`src/rtl/vga_scan_gen.sv`:
```
// rtl/vga_scan_gen.sv - 640x480@60 raster timing generator with pixel-rate divider and board cell decode
module vga_scan_gen #(
  parameter int CLK_DIV     = 4,
  parameter int H_TOTAL     = 800,
  parameter int H_SYNC      = 96,
  parameter int H_ACT_START = 144,
  parameter int H_ACT_END   = 784,
  parameter int V_TOTAL     = 525,
  parameter int V_SYNC      = 2,
  parameter int V_ACT_START = 35,
  parameter int V_ACT_END   = 515
) (
  input  logic       clk,
  input  logic       rst_n,
  output logic       pix_tick,
  output logic [9:0] count_h,
  output logic [9:0] count_v,
  output logic       hsync,
  output logic       vsync,
  output logic       flag,
  output logic [1:0] num_h,
  output logic [1:0] num_v,
  output logic       frame_start
);

  localparam logic [3:0] DIV_LAST = 4'(CLK_DIV - 1);
  localparam logic [9:0] H_LAST   = 10'(H_TOTAL - 1);
  localparam logic [9:0] V_LAST   = 10'(V_TOTAL - 1);
  localparam logic [9:0] H_SYNC_W = 10'(H_SYNC);
  localparam logic [9:0] V_SYNC_W = 10'(V_SYNC);
  localparam logic [9:0] H_ACT_LO = 10'(H_ACT_START);
  localparam logic [9:0] H_ACT_HI = 10'(H_ACT_END);
  localparam logic [9:0] V_ACT_LO = 10'(V_ACT_START);
  localparam logic [9:0] V_ACT_HI = 10'(V_ACT_END);

  logic [3:0] div_cnt;
  logic [9:0] h_nxt;
  logic [9:0] v_nxt;

  // Cells are (b0,b1], (b1,b2], (b2,b3], (b3,b4]; cell 0 and out-of-board both decode to 0,
  // so the lower edge b0 never needs its own comparator.
  function automatic logic [1:0] cell_idx(input logic [9:0] c, input logic [9:0] b1,
                                          input logic [9:0] b2, input logic [9:0] b3,
                                          input logic [9:0] b4);
    logic [1:0] idx;
    idx = 2'd0;
    if (c > b1 && c <= b2)      idx = 2'd1;
    else if (c > b2 && c <= b3) idx = 2'd2;
    else if (c > b3 && c <= b4) idx = 2'd3;
    return idx;
  endfunction

  // pix_tick doubles as the advance enable, so counters move one clk after it rises.
  always_comb begin
    h_nxt = count_h;
    v_nxt = count_v;
    if (pix_tick) begin
      if (count_h == H_LAST) begin
        h_nxt = 10'd0;
        v_nxt = (count_v == V_LAST) ? 10'd0 : count_v + 10'd1;
      end else begin
        h_nxt = count_h + 10'd1;
      end
    end
  end

  always_ff @(posedge clk) begin
    if (!rst_n) begin
      div_cnt     <= 4'd0;
      pix_tick    <= 1'b0;
      count_h     <= 10'd0;
      count_v     <= 10'd0;
      hsync       <= 1'b0;
      vsync       <= 1'b0;
      flag        <= 1'b0;
      num_h       <= 2'd0;
      num_v       <= 2'd0;
      frame_start <= 1'b0;
    end else begin
      div_cnt     <= (div_cnt == DIV_LAST) ? 4'd0 : div_cnt + 4'd1;
      pix_tick    <= (div_cnt == DIV_LAST);
      count_h     <= h_nxt;
      count_v     <= v_nxt;
      hsync       <= (h_nxt >= H_SYNC_W);
      vsync       <= (v_nxt >= V_SYNC_W);
      flag        <= (h_nxt >= H_ACT_LO) && (h_nxt < H_ACT_HI) &&
                     (v_nxt >= V_ACT_LO) && (v_nxt < V_ACT_HI);
      num_h       <= cell_idx(h_nxt, 10'd362, 10'd462, 10'd562, 10'd670);
      num_v       <= cell_idx(v_nxt, 10'd172, 10'd272, 10'd372, 10'd480);
      frame_start <= pix_tick && (h_nxt == 10'd0) && (v_nxt == 10'd0);
    end
  end

endmodule

```
`config.mk`:
```
export PLATFORM = sky130hd
export DESIGN_NAME = vga_scan_gen
export DESIGN_NICKNAME = d
export VERILOG_FILES = /design/src/rtl/vga_scan_gen.sv
export SDC_FILE = /design/constraint.sdc
export NUM_CORES = 1
export LEC_CHECK = 0
export ABC_AREA = 1
export ABC_CLOCK_PERIOD_IN_PS = 2300
export CELL_PAD_IN_SITES_DETAIL_PLACEMENT = 0
export CELL_PAD_IN_SITES_GLOBAL_PLACEMENT = 1
export CORE_UTILIZATION = 39
export CTS_BUF_LIST = sky130_fd_sc_hd__clkbuf_8
export DETAILED_ROUTE_END_ITERATION = 16
export PLACE_DENSITY = 0.9
export SYNTH_ARGS = -nofsm -noshare
export SYNTH_HDL_FRONTEND = slang
export SYNTH_SLANG_ARGS = --single-unit
```
`constraint.sdc`:
```
create_clock -name clk -period 2.3 [get_ports clk]
set_input_delay 0.46 -clock clk [delete_from_list [all_inputs] [get_ports clk]]
set_output_delay 0.46 -clock clk [all_outputs]
set_load 0.02 [all_outputs]
```
==> PnR_summary.wiki, run 1 <==
{| class="wikitable"
! Metric !! Value
|-
| Max Root-Sink Buffers || 2
|-
| Count of H-tree levels built during CTS || 2
|-
| Total detailed-routing wirelength || between 5000 and 6000 um
|-
| Final GP Congestion || roughly 0.86
|-
| IR drop worst, VDD || approximately 0.29 mV
|-
| Post-layout net count || slightly above 400
|-
| Arrival time reported for the critical path endpoint || between 1500 and 2000 ps
|-
| Cell Count, Final, Fillers Out || between 400 and 500
|-
| CP max stage cell || sky130_fd_sc_hd__clkdlybuf4s50_1
|-
| Tot GR Track Use || a little over a fifth
|-
| Final standard cell utilization of the core || roughly 53%
|-
| Distinct cells, synth || 28
|-
| Maximum number of pins on one net before global-route repair || 15
|-
| Layout area overhead || 29.75%
|-
| Number of cells produced by synthesis || around 350
|-
| Kind of critical path || flip-flop to output pin
|-
| Total clock sinks || 33
|-
| Count of unresolved DRC violations after routing || 0
|-
| Crit path time final || roughly 2100 ps
|-
| Die Area || 5756 um2
|-
| Synthesized area divided by synthesized cell count || roughly 6 um2
|-
| Worst rel slew slack || approximately four fifths
|-
| TritonCTS clock tree || yes
|-
| Portion of the clock cycle consumed by the worst path in the final layout || 91.48%
|-
| Setup WS post-layout || between 150 and 200 ps
|-
| Sort of element at the start of the critical path || flip-flop
|-
| Hold Fails Final Rpt || 0
|-
| Area after detailed placement || 2601 um2
|-
| Fraction of the mapped netlist area in compound gates || about 5.5%
|-
| Standard-cell rows || 26
|-
| Netlist area before placement || between 2000 and 2500 um2
|-
| Synthesized net count || between 300 and 400
|-
| Net Sw Frac || between 20% and 30%
|-
| Sequential fraction of design power || about half
|-
| Number of antenna violations at the first check in global routing || 0
|-
| Simple-gate share of the synthesized area || 49.03%
|-
| Summed area of non-filler cells in the final layout || between 2000 and 3000 um2
|-
| Die Width || approximately 76 um
|-
| DPL Wire Length || 4360 um
|-
| DR vias/cell || 4.820
|-
| CP peak stage delay || 620 ps
|-
| Worst-path fanout max || 8
|-
| Place WS || 102.1 ps
|-
| Async set-reset flop share out of synthesis || 0%
|-
| Final clock skew || ~9.1 ps
|-
| Clock transition time at the flip-flop clock pins of the worst setup and hold paths || about 70 ps
|-
| Ys flop type || sky130_fd_sc_hd__dfxtp_1
|-
| Setup bufs post-CTS || 0
|-
| 1st-pass router iterations || 4
|-
| Sum Neg Setup Slack || 0 ps
|-
| Comb power frac || approximately 4.6%
|-
| Boundary pin count || 31
|-
| Wire length of the first global-routing pass || roughly 9000 um
|-
| Max-slew violation total from the final report || 0
|-
| Number of flops mapped to enable cells by yosys || 0
|-
| Hold WC Path Type || flip-flop to flip-flop
|-
| Cells along the critical path || buf_4 > clkdlybuf4s50_1
|-
| Arithmetic-cell share of the synthesized area counting full adders, half adders and majority gates || roughly 2.4%
|-
| Number of inserted diodes || 0
|-
| Number of failing setup endpoints in the final timing report || 0
|-
| Initial DRC count || between 100 and 150
|-
| Total placed cells including tap cells || approximately 460
|-
| Mux contribution to synthesized area || 0%
|-
| Leakage power of the design || about 1.3 nW
|-
| Count of yosys warnings during synthesis || 0
|-
| Overflow left after global routing || 0
|-
| Dominant combinational cell family by area after synthesis || simple AND/OR/NAND/NOR gates
|-
| Xor/xnor cell area share of the yosys netlist || around 2.9%
|-
| Fill cells || 520
|-
| Via count of the first global-routing pass || 1,958
|-
| Number of maximum-capacitance constraint violations || 0
|-
| Pin slew with the least headroom to its limit || between 300 and 400 ps
|-
| Portion of the post-synthesis area used by sequential elements || roughly 31%
|-
| Routed wire per std cell || 11.68 um
|-
| Number of synthesized register bits || 33
|-
| Proportion of power drawn by the clock network || a little under half
|-
| Initial standard-cell utilization of the core || about two fifths
|-
| Power Internal || between 0.9 and 1 mW
|-
| Number of nets still failing antenna checks after routing || 0
|-
| Share of cells above drive strength 1 || 14.46%
|-
| Total net switching power || ~0.26 mW
|-
| Count of input and output buffers || 30
|-
| Power density over cell area || about 440 nW/um2
|-
| Kind of end point of the critical path || output pin
|-
| Required arrival time at the worst endpoint || around 1800 ps
|-
| Worst-Skew Late Latency || about 290 ps
|-
| Number of vias in the routed layout || between 2,000 and 2,500
|-
| Total clock buffers created by CTS || 5
|-
| Clk root buf || sky130_fd_sc_hd__clkbuf_8
|-
| Area of the placeable core || slightly above 5000 um2
|-
| Outcome || finished, final reports clean
|-
| Die height || 75.87 um
|-
| Maximum clock rate || roughly 480 MHz
|}
==> final timing paths <==
| kind | start | to | slack, ps | cells past startpoint |
|---|---|---|---|---|
| setup / recovery | pix_tick | pix_tick | 200 | 2 |
| hold / removal | div_cnt[0] | div_cnt[0] | 450 | 1 |
| setup reg to reg | count_h[4] | frame_start | 220 | 11 |
| hold reg to reg | div_cnt[0] | div_cnt[0] | 450 | 1 |
==> layout make-up <==
cell class              instances  area, um2  area share, %
inverters                      45      168.9          6.117
well taps                      70      87.58          3.172
clock buffers                   6      82.58          2.990
clock inverters                 2      37.54          1.359
multi-input cells             270       1309          47.39
flip-flops and latches         33      663.1          24.01
repair buffers                 45      412.9          14.95
==> synth_stat cells (5+ instances only) <==
cell type	n	area (um2)
sky130_fd_sc_hd__nand3_1	31	155.2
sky130_fd_sc_hd__xor2_1	5	43.79
sky130_fd_sc_hd__nand2_2	8	50.05
sky130_fd_sc_hd__dfxtp_1	33	660.6
sky130_fd_sc_hd__nor3_1	9	45.04
sky130_fd_sc_hd__a21oi_1	12	60.06
sky130_fd_sc_hd__nor2_1	65	244.0
sky130_fd_sc_hd__nand2_1	98	367.9
sky130_fd_sc_hd__inv_1	40	150.1
sky130_fd_sc_hd__o21ai_0	8	40.04
sky130_fd_sc_hd__nand4_1	11	68.82
==> through the flow <==
stage / total power, mW / hold slack, ps
after global placement: 0.6535 / 435.1
after CTS: 1.224 / 453.7
after global routing: 1.264 / 487.2
after detailed placement: 0.6547 / 443.3
final: 1.218 / 445.4
after floorplan: 0.6315 / 417.5
==> placed cells by master (no fill, tap or decap), types with 2 or more instances in the layout <==
cell type,instances
sky130_fd_sc_hd__xnor2_1,2
sky130_fd_sc_hd__o21ai_1,2
sky130_fd_sc_hd__nor2_2,6
sky130_fd_sc_hd__dfxtp_2,2
sky130_fd_sc_hd__nor2_1,62
sky130_fd_sc_hd__clkbuf_8,6
sky130_fd_sc_hd__nand2_2,10
sky130_fd_sc_hd__xor2_1,5
sky130_fd_sc_hd__ha_1,4
sky130_fd_sc_hd__nand3b_1,2
sky130_fd_sc_hd__buf_4,15
sky130_fd_sc_hd__nor3_1,8
sky130_fd_sc_hd__a21oi_1,12
sky130_fd_sc_hd__dfxtp_1,31
sky130_fd_sc_hd__o21ai_0,6
sky130_fd_sc_hd__nand2_1,96
sky130_fd_sc_hd__nor2_4,3
sky130_fd_sc_hd__clkdlybuf4s50_1,30
sky130_fd_sc_hd__or2_2,3
sky130_fd_sc_hd__nand4_1,11
sky130_fd_sc_hd__or2_1,2
sky130_fd_sc_hd__inv_2,5
sky130_fd_sc_hd__nand3_2,3
sky130_fd_sc_hd__inv_1,39
sky130_fd_sc_hd__nand3_1,28
==> flip-flops by register name (all words and copies together), names as in the netlist <==
signal	flops
count_h	10
vsync	1
hsync	1
count_v	10
div_cnt	4
num_h	2
frame_start	1
pix_tick	1
num_v	2
flag	1
==> routing by layer <==
layer	vias up	routed length (um)	GRT usage (%)	share of wire, %
met5	-	0	0	0
met4	0	70	4.938	1.3
met3	8	289	4.894	5.3
met2	54	2333	30.68	42
met1	995	2807	30.98	51
li1	1213	-	-	-
==> critical path: cells and delay by family, from the launching register on <==
family / cells / cell delay (ps)
buf+inv: 2 / 850
flops: 1 / 510
==> repair_timing <==
action,4_1_cts,5_1_grt
hold endpoints to repair,0,0
hold buffers,0,0
setup endpoints to repair,0,5
resized for setup,0,15
==> power by group through the flow <==
| stage | logic [mW] | clock network (mW) | registers, mW |
|---|---|---|---|
| 2_1_floorplan | 0.0305 | 0 | 0.601 |
| 3_3_place_gp | 0.0550 | 0 | 0.599 |
| 3_5_place_dp | 0.0558 | 0 | 0.599 |
| 4_1_cts | 0.0561 | 0.583 | 0.586 |
| 5_1_grt | 0.0624 | 0.615 | 0.587 |
| 6_report | 0.0556 | 0.576 | 0.586 |
==> cells by family (layout without fill, tap and decap cells) <==
group / after synthesis / in the layout
adders and majority gates: 4 / 4
buffers and inverters: 50 / 98
DFF: 33 / 33
AOI/OAI and AO/OA: 22 / 22
and+or+nand+nor: 237 / 237
xor gates and xnor gates: 7 / 7
Power figures use the tool's default switching activity.
==> run 2, diff against run 1 <==
--- a/config.mk
+++ b/config.mk
@@ -6,7 +6,6 @@
 export NUM_CORES = 1
 export LEC_CHECK = 0
 export ABC_AREA = 1
-export ABC_CLOCK_PERIOD_IN_PS = 2300
 export CELL_PAD_IN_SITES_DETAIL_PLACEMENT = 0
 export CELL_PAD_IN_SITES_GLOBAL_PLACEMENT = 1
 export CORE_UTILIZATION = 39
==> results of run 2 <==
The final DEF is identical to that of run 1; final timing and power are the same.
==> run 3, diff against run 2 <==
--- a/config.mk
+++ b/config.mk
@@ -11,6 +11,7 @@
 export CORE_UTILIZATION = 39
 export CTS_BUF_LIST = sky130_fd_sc_hd__clkbuf_8
 export DETAILED_ROUTE_END_ITERATION = 16
+export GPL_TIMING_DRIVEN = 0
 export PLACE_DENSITY = 0.9
 export SYNTH_ARGS = -nofsm -noshare
 export SYNTH_HDL_FRONTEND = slang
==> run 3 against run 2 <==
Against the previous run: global-route usage fell by 1.3 points; register-to-register slack got worse by 50 ps; die area did not move; sequential share of layout area rose by 0.38 points; fmax fell by 1.1%; sequential cell count did not move; worst setup slack got worse by 24 ps; core utilization rose by 0.17 points; combinational power fell by 7.2%; non-clock buffer count fell by 8; count of clock-buffer cells in the layout did not move; first-iteration DRC count rose by 16%.
==> PnR_summary.wiki, run 3 (synthesis gave the netlist of run 1 again) <==
{| class="wikitable"
! Metric !! Value
|-
| Portion of the clock cycle consumed by the worst path in the final layout || about 93%
|-
| Count of H-tree levels built during CTS || 2
|-
| Most frequent cells in the layout || 92 x sky130_fd_sc_hd__nand2_1, 61 x sky130_fd_sc_hd__nor2_1, 37 x sky130_fd_sc_hd__inv_1, 30 x sky130_fd_sc_hd__clkdlybuf4s50_1, 27 x sky130_fd_sc_hd__nand3_1
|-
| Proportion of power drawn by the clock network || 47.7%
|-
| 1st-pass router iterations || 4
|-
| Number of vias in the routed layout || 2,257
|-
| Fill cells || between 500 and 600
|-
| Number of maximum-capacitance constraint violations || 0
|-
| Hold slack final || 456.3 ps
|-
| Via count of the first global-routing pass || between 1,500 and 2,000
|-
| Clock transition time at the flip-flop clock pins of the worst setup and hold paths || 70 ps
|-
| Die height || approximately 76 um
|-
| Final GP Congestion || roughly 0.85
|-
| Outcome || finished, final reports clean
|-
| Count of unresolved DRC violations after routing || 0
|-
| Share of cells above drive strength 1 || between 15 and 20%
|-
| Power Internal || approximately 0.95 mW
|-
| Final clock skew || around 3.4 ps
|-
| Final standard cell utilization of the core || between 50% and 60%
|-
| Layout area overhead || 30.16%
|-
| Net Sw Frac || approximately 22%
|-
| DR vias/cell || approximately 4.9
|-
| Kind of end point of the critical path || flip-flop
|-
| Die Area || roughly 5800 um2
|-
| Hold Fails Final Rpt || 0
|-
| Initial standard-cell utilization of the core || 41.15%
|-
| Max-slew violation total from the final report || 0
|-
| Area after detailed placement || approximately 2500 um2
|-
| Worst-path fanout max || 10
|-
| Number of antenna violations at the first check in global routing || 0
|-
| Max Root-Sink Buffers || 2
|-
| Hold WC Path Type || flip-flop to flip-flop
|-
| Number of inserted diodes || 0
|-
| Summed area of non-filler cells in the final layout || roughly 2800 um2
|-
| Total detailed-routing wirelength || between 5000 and 6000 um
|-
| Sum Neg Setup Slack || 0 ps
|-
| Maximum clock rate || 470.0 MHz
|-
| Number of nets still failing antenna checks after routing || 0
|-
| Sequential fraction of design power || around half
|-
| Routed wire per std cell || about 12 um
|-
| Crit path time final || between 2000 and 2500 ps
|-
| Worst rel slew slack || 56.32%
|-
| DPL Wire Length || 4198 um
|-
| Post-layout net count || between 300 and 400
|-
| Sum of internal, switching and leakage power || around 1.2 mW
|-
| Number of failing setup endpoints in the final timing report || 0
|-
| TritonCTS clock tree || yes
|-
| Wire length of the first global-routing pass || approximately 8500 um
|-
| Required arrival time at the worst endpoint || roughly 2500 ps
|-
| Worst-Skew Late Latency || slightly below 300 ps
|-
| Largest registers || count_h: 10 flops, count_v: 10 flops, div_cnt: 4 flops
|-
| Kind of critical path || flip-flop to flip-flop
|-
| IR drop worst, VDD || around 0.28 mV
|-
| Pin slew with the least headroom to its limit || between 600 and 700 ps
|-
| Total clock sinks || 33
|-
| Overflow left after global routing || 0
|-
| Total net switching power || roughly 0.27 mW
|-
| Commonest non-fill, non-tap cell in the layout || sky130_fd_sc_hd__nand2_1
|-
| Count of input and output buffers || 30
|-
| Area of the placeable core || about 5200 um2
|-
| Initial DRC count || 145
|-
| Arrival time reported for the critical path endpoint || between 2000 and 2500 ps
|-
| Sort of element at the start of the critical path || flip-flop
|-
| Total clock buffers created by CTS || 5
|-
| Tot GR Track Use || roughly 20%
|-
| Comb power frac || about 4.2%
|-
| Maximum number of pins on one net before global-route repair || 12
|-
| Die Width || approximately 76 um
|-
| Boundary pin count || 31
|-
| Clk root buf || sky130_fd_sc_hd__clkbuf_8
|-
| Leakage power of the design || between 1 and 1.5 nW
|-
| Power density over cell area || approximately 440 nW/um2
|-
| Standard-cell rows || 26
|}
-- run 3: per-layer routing --
metal | share of wire, % | vias to the layer above | global-route usage, %
met5 | 0 | - | 0
met4 | 1.5 | 0 | 7.407
met2 | 46 | 45 | 30.09
met3 | 2.7 | 8 | 2.513
met1 | 50 | 1014 | 28.12
li1 | - | 1190 | -
-- run 3: worst paths after layout --
check             startpoint          to  slack (ps)  depth (start not counted)
setup reg to reg  count_h[4]    num_v[1]         170                         17
hold / removal    div_cnt[0]  div_cnt[0]         460                          1
setup / recovery  count_h[4]    num_v[1]         170                         17
hold reg to reg   div_cnt[0]  div_cnt[0]         460                          1
-- run 3: layout make-up --
| type | instances | area (um2) | area share (%) |
|---|---|---|---|
| plain buffers | 5 | 30.03 | 1.084 |
| clock buffers | 6 | 82.58 | 2.981 |
| clock inverters | 2 | 37.54 | 1.355 |
| inverters | 45 | 168.9 | 6.098 |
| multi-input cells | 270 | 1373 | 49.55 |
| flip-flops and latches | 33 | 675.6 | 24.39 |
| well taps | 70 | 87.58 | 3.162 |
| repair buffers | 32 | 315.3 | 11.38 |
-- run 3: metrics by stage --
stage	setup WS (ps)	cells
final	172.3	463
after global routing	-27.65	463
after CTS	23.91	462
after detailed placement	-109.3	453
after global placement	-67.23	453
after floorplan	181.5	353
-- run 3: power groups by stage --
stage | Clock, mW | Combinational (mW) | Sequential (mW)
finish | 0.581 | 0.0516 | 0.585
CTS | 0.589 | 0.0510 | 0.587
detailed placement | 0 | 0.0508 | 0.600
floorplan | 0 | 0.0305 | 0.601
global placement | 0 | 0.0494 | 0.599
global route | 0.619 | 0.0580 | 0.586
-- run 3: repair_timing --
item                                    in CTS  in global routing
pin swaps                                    1                  4
endpoints found under the setup margin       4                  7
hold buffers                                 0                  0
setup buffers                                1                  1
gates resized for setup                      3                 36
-- run 3: critical path: stages, from the launching register on --
cell,delay [ps]
sky130_fd_sc_hd__dfxtp_2,370
sky130_fd_sc_hd__nand2_2,130
sky130_fd_sc_hd__inv_2,110
sky130_fd_sc_hd__nand2_2,70
sky130_fd_sc_hd__nor2_4,190
sky130_fd_sc_hd__nand2_2,90
sky130_fd_sc_hd__buf_6,160
sky130_fd_sc_hd__nand2_2,60
sky130_fd_sc_hd__inv_2,40
sky130_fd_sc_hd__nor2_4,150
sky130_fd_sc_hd__nand2_2,110
sky130_fd_sc_hd__nor2_2,140
sky130_fd_sc_hd__nand3_1,80
sky130_fd_sc_hd__nand2_1,80
sky130_fd_sc_hd__nand2_1,50
sky130_fd_sc_hd__nand2_1,90
sky130_fd_sc_hd__nand2_1,60
sky130_fd_sc_hd__a21oi_1,110
